`config.mk`:
```
export PLATFORM = sky130hd
export DESIGN_NAME = piso_serializer
export DESIGN_NICKNAME = d
export VERILOG_FILES = /design/src/rtl/piso_serializer.sv
export SDC_FILE = /design/constraint.sdc
export NUM_CORES = 1
export LEC_CHECK = 0
export ABC_CLOCK_PERIOD_IN_PS = 2350
export CAP_MARGIN = 20
export CORE_AREA = 2 2 39 41
export DETAILED_ROUTE_END_ITERATION = 10
export DIE_AREA = 0 0 41 43
export DONT_BUFFER_PORTS = 1
export GPL_TIMING_DRIVEN = 0
export PLACE_DENSITY = 0.73
export SYNTH_ARGS = -nofsm -noshare
export SYNTH_HDL_FRONTEND = slang
export SYNTH_SLANG_ARGS = --single-unit
```
`constraint.sdc`:
```
create_clock -name CLK -period 2.35 [get_ports CLK]
set_clock_uncertainty 0.1 [all_clocks]
set_input_delay 0.5875 -clock CLK [delete_from_list [all_inputs] [get_ports CLK]]
set_output_delay 0.5875 -clock CLK [all_outputs]
set_load 0.02 [all_outputs]
```
`src/rtl/piso_serializer.sv`:
```
// MSB-first parallel-in/serial-out stage driving a tbuf (Q -> data, EN -> enable).
// Define PISO_PARITY_EN to append an even-parity bit after each WIDTH-bit word.
module piso_serializer #(
   parameter int WIDTH = 8
) (
   input  logic             CLK,
   input  logic             RESET,
   input  logic [WIDTH-1:0] D,
   input  logic             VALID,
   output logic             READY,
   output logic             Q,
   output logic             EN,
   output logic             LAST,
   output logic [1:0]       fsm_state
);

   localparam int CW = (WIDTH > 2) ? $clog2(WIDTH) : 1;

`ifdef PISO_PARITY_EN
   typedef enum logic [1:0] {IDLE = 2'd0, SHIFT = 2'd1, PAR = 2'd2} state_t;
`else
   typedef enum logic [1:0] {IDLE = 2'd0, SHIFT = 2'd1} state_t;
`endif

   // Handshake: a word moves on a rising CLK edge where VALID and READY are both 1;
   // READY depends only on state and RESET, never on VALID.

   state_t           state;
   logic [WIDTH-1:0] shreg;
   logic [CW-1:0]    cnt;
   logic             final_bit;
   logic             last_cycle;
   logic             accept;
`ifdef PISO_PARITY_EN
   logic             par;
`endif

   assign final_bit = (state == SHIFT) && (cnt == '0);
`ifdef PISO_PARITY_EN
   assign last_cycle = (state == PAR);
`else
   assign last_cycle = final_bit;
`endif

   assign READY     = !RESET && ((state == IDLE) || last_cycle);
   assign accept    = VALID && READY;
   assign EN        = (state != IDLE);
   assign LAST      = last_cycle;
   assign fsm_state = state;

   always_comb begin
      Q = 1'b0;
      if (state == SHIFT) begin
         Q = shreg[WIDTH-1];
      end
`ifdef PISO_PARITY_EN
      else if (state == PAR) begin
         Q = par;
      end
`endif
   end

   always_ff @(posedge CLK) begin
      if (RESET) begin
         state <= IDLE;
         shreg <= '0;
         cnt   <= '0;
`ifdef PISO_PARITY_EN
         par   <= 1'b0;
`endif
      end else begin
         case (state)
            SHIFT: begin
               shreg <= {shreg[WIDTH-2:0], 1'b0};
`ifdef PISO_PARITY_EN
               par   <= par ^ shreg[WIDTH-1];
`endif
               if (cnt == '0) begin
`ifdef PISO_PARITY_EN
                  state <= PAR;
`else
                  state <= IDLE;
`endif
               end else begin
                  cnt <= cnt - CW'(1);
               end
            end
`ifdef PISO_PARITY_EN
            PAR: begin
               state <= IDLE;
               par   <= 1'b0;
            end
`endif
            default: state <= IDLE;
         endcase
         // An accept in IDLE or in the final emitted cycle overrides the above.
         if (accept) begin
            state <= SHIFT;
            shreg <= D;
            cnt   <= CW'(WIDTH - 1);
`ifdef PISO_PARITY_EN
            par   <= 1'b0;
`endif
         end
      end
   end

endmodule
```
==> flow_metrics.py <==
metrics = {
    "worst_setup_path": {
        "start_kind": "flip-flop",
        "path_class": "reg -> out",
        "critPathCaptureType": "output port",
        "cp_num_buf_inv": 2,
        "cp.required_ns": 1.66,
        "startpoint": "cnt[0]",
        "r2r_start": "cnt[0]",
        "path_cells": "inv_1 -> ha_1 -> nand2b_4 -> buf_8 -> nor2_1",
        "crit_family": "simple AND/OR/NAND/NOR gates",
        "worst-path-max-fanout": 10,
        "cpMaxStageDelayCell": "dfxtp_1",
        "cp.arrival_ns": 1.51,
        "critPathMaxStageDelay_ns": 0.30,
    },
    "finish": {
        "utilization_pct": 55.3,
        "syn2layout_area_growth_pct": 6.43,
        "final_area_um2": 766,
        "n_antenna_cell": 0,
        "register_area_um2": 240,
        "drive_above_1_share_pct": 26.9,
        "final_nets": 93,
        "nFillCells": 133,
        "multiInputGateArea_um2": 397,
    },
    "run_status": {
        "status": "finished, final reports clean",
    },
    "logic_synthesis": {
        "synth-main-ff-cell": "dfxtp_1",
        "synth_compound_area_share_pct": 23.0,
        "yosys.area.top_type": "dfxtp_1",
        "synth_most_common_cell": "dfxtp_1",
        "yosys.area_share.simple_pct": 17.9,
        "synth.top_cells.by_count": "dfxtp_1 (12), a21oi_1 (10), a211oi_1 (8)",
        "netlist_area_um2": 719,
        "ys_seq_area_share_pct": 33.4,
        "ys_warn_count": 0,
        "synth_xor_area_share_pct": 0,
        "synth_top_area_share_pct": 33.4,
        "synth_top_family_by_area": "compound AO/OA/AOI/OAI gates",
        "netlist_top_cells_area": "dfxtp_1 (33%), mux2i_1 (9.7%), a211oi_1 (8.3%)",
        "synth_fp_nets": 88,
        "synth_edf_count": 0,
        "synth-seq-cells": 12,
        "syn_inst": 75,
        "synth_adder_area_share_pct": 3.48,
        "syn_avg_cell_area_um2": 9.59,
        "yosysUniqueCellTypes": 26,
        "async_flop_share_pct": 0,
        "synthMuxAreaShare_pct": 9.74,
    },
    "cts": {
        "cts_tree": "yes",
        "clock_latency_ns": 0.27,
        "root_buffer": "clkbuf_4",
        "htree_levels": 1,
        "numCtsBuffers": 3,
        "cts_sinks": 12,
        "clkTransAtPathRegs_ns": 0.07,
        "post-cts-setup-buffer-count": 0,
        "clockBufferDepth": 2,
    },
    "worst_hold_path": {
        "min-delay-start": "RESET",
        "min_path_type": "in -> reg",
    },
    "pwr": {
        "switching_share_pct": 30.1,
        "comb_power_share_pct": 26.3,
        "clockPowerShare_pct": 25.4,
        "p_int_mw": 0.342,
        "p_total_mw": 0.490,
        "p_sw_mw": 0.147,
        "ir_drop_mv": 0.301,
        "p_seq_share_pct": 48.3,
        "p_leak_nw": 0.303,
        "power.density_nw_per_um2": 639,
    },
    "placed_design": {
        "port_buffers": 0,
        "hpwlAfterDp_um": 904,
        "gp_congestion": 0.683,
        "placed_area_um2": 739,
    },
    "floorplan": {
        "die_width_um": 41,
        "die_h_um": 43,
        "start_util_pct": 52.0,
        "io_pins": 17,
        "rows": 14,
        "die_area_um2": 1760,
        "core_area_um2": 1380,
    },
    "routing": {
        "post_drt_wl_per_cell_um": 13.3,
        "vias": 543,
        "ant_nets": 0,
        "dr.pass1.iters": 3,
        "dr.first_iter.drc_count": 8,
        "viasPerCell": 5.78,
        "drc_errors": 0,
        "wirelength_mm": 1.25,
    },
    "timing": {
        "drv_slew": 0,
        "hold_violations": 0,
        "holdWs_ns": 0.285,
        "rsz0062_at_grt": "false",
        "finalSetupTns_ns": 0,
        "fin_crit_ns": 2.20,
        "fmax_ghz": 0.455,
        "period_share_pct": 93.6,
        "setup_viol": 0,
    },
    "job": {
        "maxCapViolCount": 0,
    },
    "global_route": {
        "antenna_found_initial": 0,
        "grt_pass1_wl_mm": 2.06,
        "grt_max_degree": 11,
        "grt_use_total_pct": 17.1,
        "grt_remaining_overflow": 0,
        "grt_pass1_vias": 509,
    },
}
-- stage by stage --
step / std cells / worst slack [ns]
6_report: 94 / 0.151
5_1_grt: 94 / 0.0674
4_1_cts: 94 / 0.0623
3_5_place_dp: 91 / 0.362
3_3_place_gp: 91 / 0.385
2_1_floorplan: 75 / 0.480
-- final timing paths --
path                                 end  slack, ns  cells past startpoint
worst max-delay path                LAST       0.15                      5
worst min register to register  shreg[0]       0.38                      2
worst max register to register  shreg[3]       0.90                      5
worst min-delay path              cnt[1]       0.28                      1
-- metal layers --
metal	routed length, µm	track usage, %	share of wire [%]
met2	593	25.0	48
met5	0	0	0
met1	558	22.7	45
met3	77	4.19	6.2
met4	16	8.00	1.3
-- repair_timing --
item | in CTS | in global routing
gates resized for setup | 0 | 1
hold buffers | 0 | 0
setup endpoints to repair | 0 | 1
-- cells in the final DEF, fill, tap and decap left out, drive strengths merged --
cell type	instances
and2b	1
ha	2
or2b	5
a211oi	10
nand2	1
or3	1
and2	1
clkbuf	4
buf	6
nor2	3
nand2b	4
nand3	1
a21oi	10
mux2i	7
a311oi	1
o21ai	2
nor3	2
inv	4
conb	1
dfxtp	12
-- power by group through the flow --
stage	logic [mW]	registers (mW)	clock network [mW]
6_report	0.129	0.236	0.124
2_1_floorplan	0.111	0.238	0
4_1_cts	0.129	0.237	0.125
5_1_grt	0.141	0.240	0.134
3_5_place_dp	0.128	0.242	0
3_3_place_gp	0.126	0.240	0
-- worst reg2reg max path: stages, from the launching register on --
cell	delay, ns
dfxtp_1	0.31
inv_1	0.08
ha_1	0.28
and2b_4	0.20
o21ai_4	0.24
a211oi_1	0.12
-- state kept, by name, indices dropped and copies added, names as in the netlist --
name	cells
cnt	3
fsm_state	1
shreg	8
-- final cells by class --
type,count,area share (%)
Buffer,7,9.31
Inverter,4,1.96
Tap cell,16,2.61
Sequential cell,12,31.4
Multi-Input combinational cell,52,51.8
Clock buffer,3,2.94
-- cell families (layout without fill, tap and decap cells) --
family,after synthesis,after routing
other,1,1
adder cells (fa/ha/maj),2,2
multiplexers,7,7
buffers and inverters,11,14
flip-flops,12,12
AO/OA/AOI/OAI,23,23
AND/OR/NAND/NOR,19,19
Power figures use the tool's default switching activity.
==> RTL edit: new RTL, same settings <==
The option `PISO_PARITY_EN` is turned on by a define.
--- a/src/rtl/piso_serializer.sv
+++ b/src/rtl/piso_serializer.sv
@@ -1,5 +1,7 @@
 // MSB-first parallel-in/serial-out stage driving a tbuf (Q -> data, EN -> enable).
 // Define PISO_PARITY_EN to append an even-parity bit after each WIDTH-bit word.
+`define PISO_PARITY_EN
+
 module piso_serializer #(
    parameter int WIDTH = 8
 ) (
Formal check against the unedited RTL: not equivalent (a bounded check fails within 10 cycles, from zero or initial values and one cycle with RESET high).
==> RTL edit against the original RTL <==
- synthesized area up 7.8%
- worst setup slack worse by 0.032 ns
- sequential cell count grew 2
- wire length grew 18%
- final area is 8.8% higher
- highest routed layer unchanged
- total power up 0.56%
- fmax decreased by 1.4%
- non-clock buffer count down 2
- largest power group unchanged
==> RTL edit: results <==
[synth]
synth.net_count = 97
synth_cell_types = 24
synth_commonest_cells = "dfxtp_1 (14), a211oi_1 (8), mux2i_1 (8), inv_1 (7), nor3_1 (7)"
synth_fa_ha_area_frac = 0.08065
synth-compound-area-share = 0.2032
yosysSeqAreaShare = 0.3613
synth.area.top_cells = "dfxtp_1 (36%), mux2i_1 (10%), ha_1 (8.1%), a211oi_1 (7.7%), nor3_1 (4.5%)"

[route]
vias_per_cell = 5.950
firstDrtPassIters = 4
drt_iter0_drc = 13
drt_wl_total_mm = 1.472

[power_and_ir_drop]
vdd_drop_max_uv = 338.5
power.switching_w = 0.0001376
p_leak_nw = 0.2983

[outcome]
status = "complete, no violations"

[worst_setup_path]
reg2reg_depth = 6
cp_data_arrival_time_ns = 1.54
cp_slowest_cell = "dfxtp_2"

[place]
place.gp.congestion = 0.8105
hpwlAfterDp_mm = 1.096
dpl_worst_slack_ns = 0.05421

[grt]
grtUsageTotal = 0.2063
grt_pass1_vias = 580
grt_first_pass_wirelength_mm = 2.463

[finish]
fillCellCount = 135
final_nets = 103
drive_gt1_frac = 0.1765
## RTL edit: power by group through the flow
stage                     logic [W]  clock network (W)  registers (W)
after floorplan           0.0000768                  0       0.000268
after global placement    0.0000887                  0       0.000270
after detailed placement  0.0000903                  0       0.000271
after CTS                 0.0000939           0.000137       0.000265
after global routing       0.000106           0.000138       0.000267
final                     0.0000937           0.000133       0.000265
## RTL edit: what timing repair did
action	4_1_cts	5_1_grt
pin swaps	1	0
buffers inserted	1	0
endpoints found under the setup margin	2	2
resized for setup	3	1
hold endpoints to repair	0	0
## RTL edit: area by class of cell
class | count | share of cell area
multi-input combinational | 55 | 0.5000
buffer | 4 | 0.06006
inverter | 8 | 0.04204
sequential | 14 | 0.3378
clock buffer | 3 | 0.02703
timing repair buffer | 1 | 0.009009
tap | 16 | 0.02402
## RTL edit: critical path: cells and delay by family, from the launching register on
kind,cells,cell delay (ns)
flip-flops,1,0.42
adder cells (fa/ha/maj),1,0.19
buffers and inverters,3,0.40
AO/OA/AOI/OAI,1,0.26
## RTL edit: path summary, 6_finish.rpt
kind	startpoint	to	slack [ns]
max	fsm_state[1]	Q	0.12
min	RESET	fsm_state[1]	0.25
max reg2reg	fsm_state[0]	cnt[1]	0.61
min reg2reg	cnt[0]	cnt[0]	0.40
## RTL edit: cell families (layout without fill, tap and decap cells)
group	Yosys count	count (layout)
flops	14	14
mux	8	8
buf+inv	12	16
simple gates	20	20
compound gates	22	22
fa+ha+maj	5	5
## RTL edit: metrics by stage
stage	std cells	instance area [um^2]	util	hold WS (ns)	power, W
detailed placement	97	795.8	0.5750	0.3893	0.0003613
floorplan	81	775.7	-	0.3651	0.0003449
global placement	97	795.8	0.5750	0.3773	0.0003586
finish	101	833.3	0.6022	0.2544	0.0004923
CTS	101	830.8	0.6004	0.2505	0.0004958
global route	101	833.3	0.6022	0.2535	0.0005115
## RTL edit: routing by layer
layer,vias up,wire length [um],part of all wire,GRT usage
li1,302,-,-,-
met1,275,698,0.47,0.2676
met2,19,669,0.45,0.3063
met3,5,63,0.043,0.03665
met4,0,42,0.029,0.1200
met5,-,0,0,0
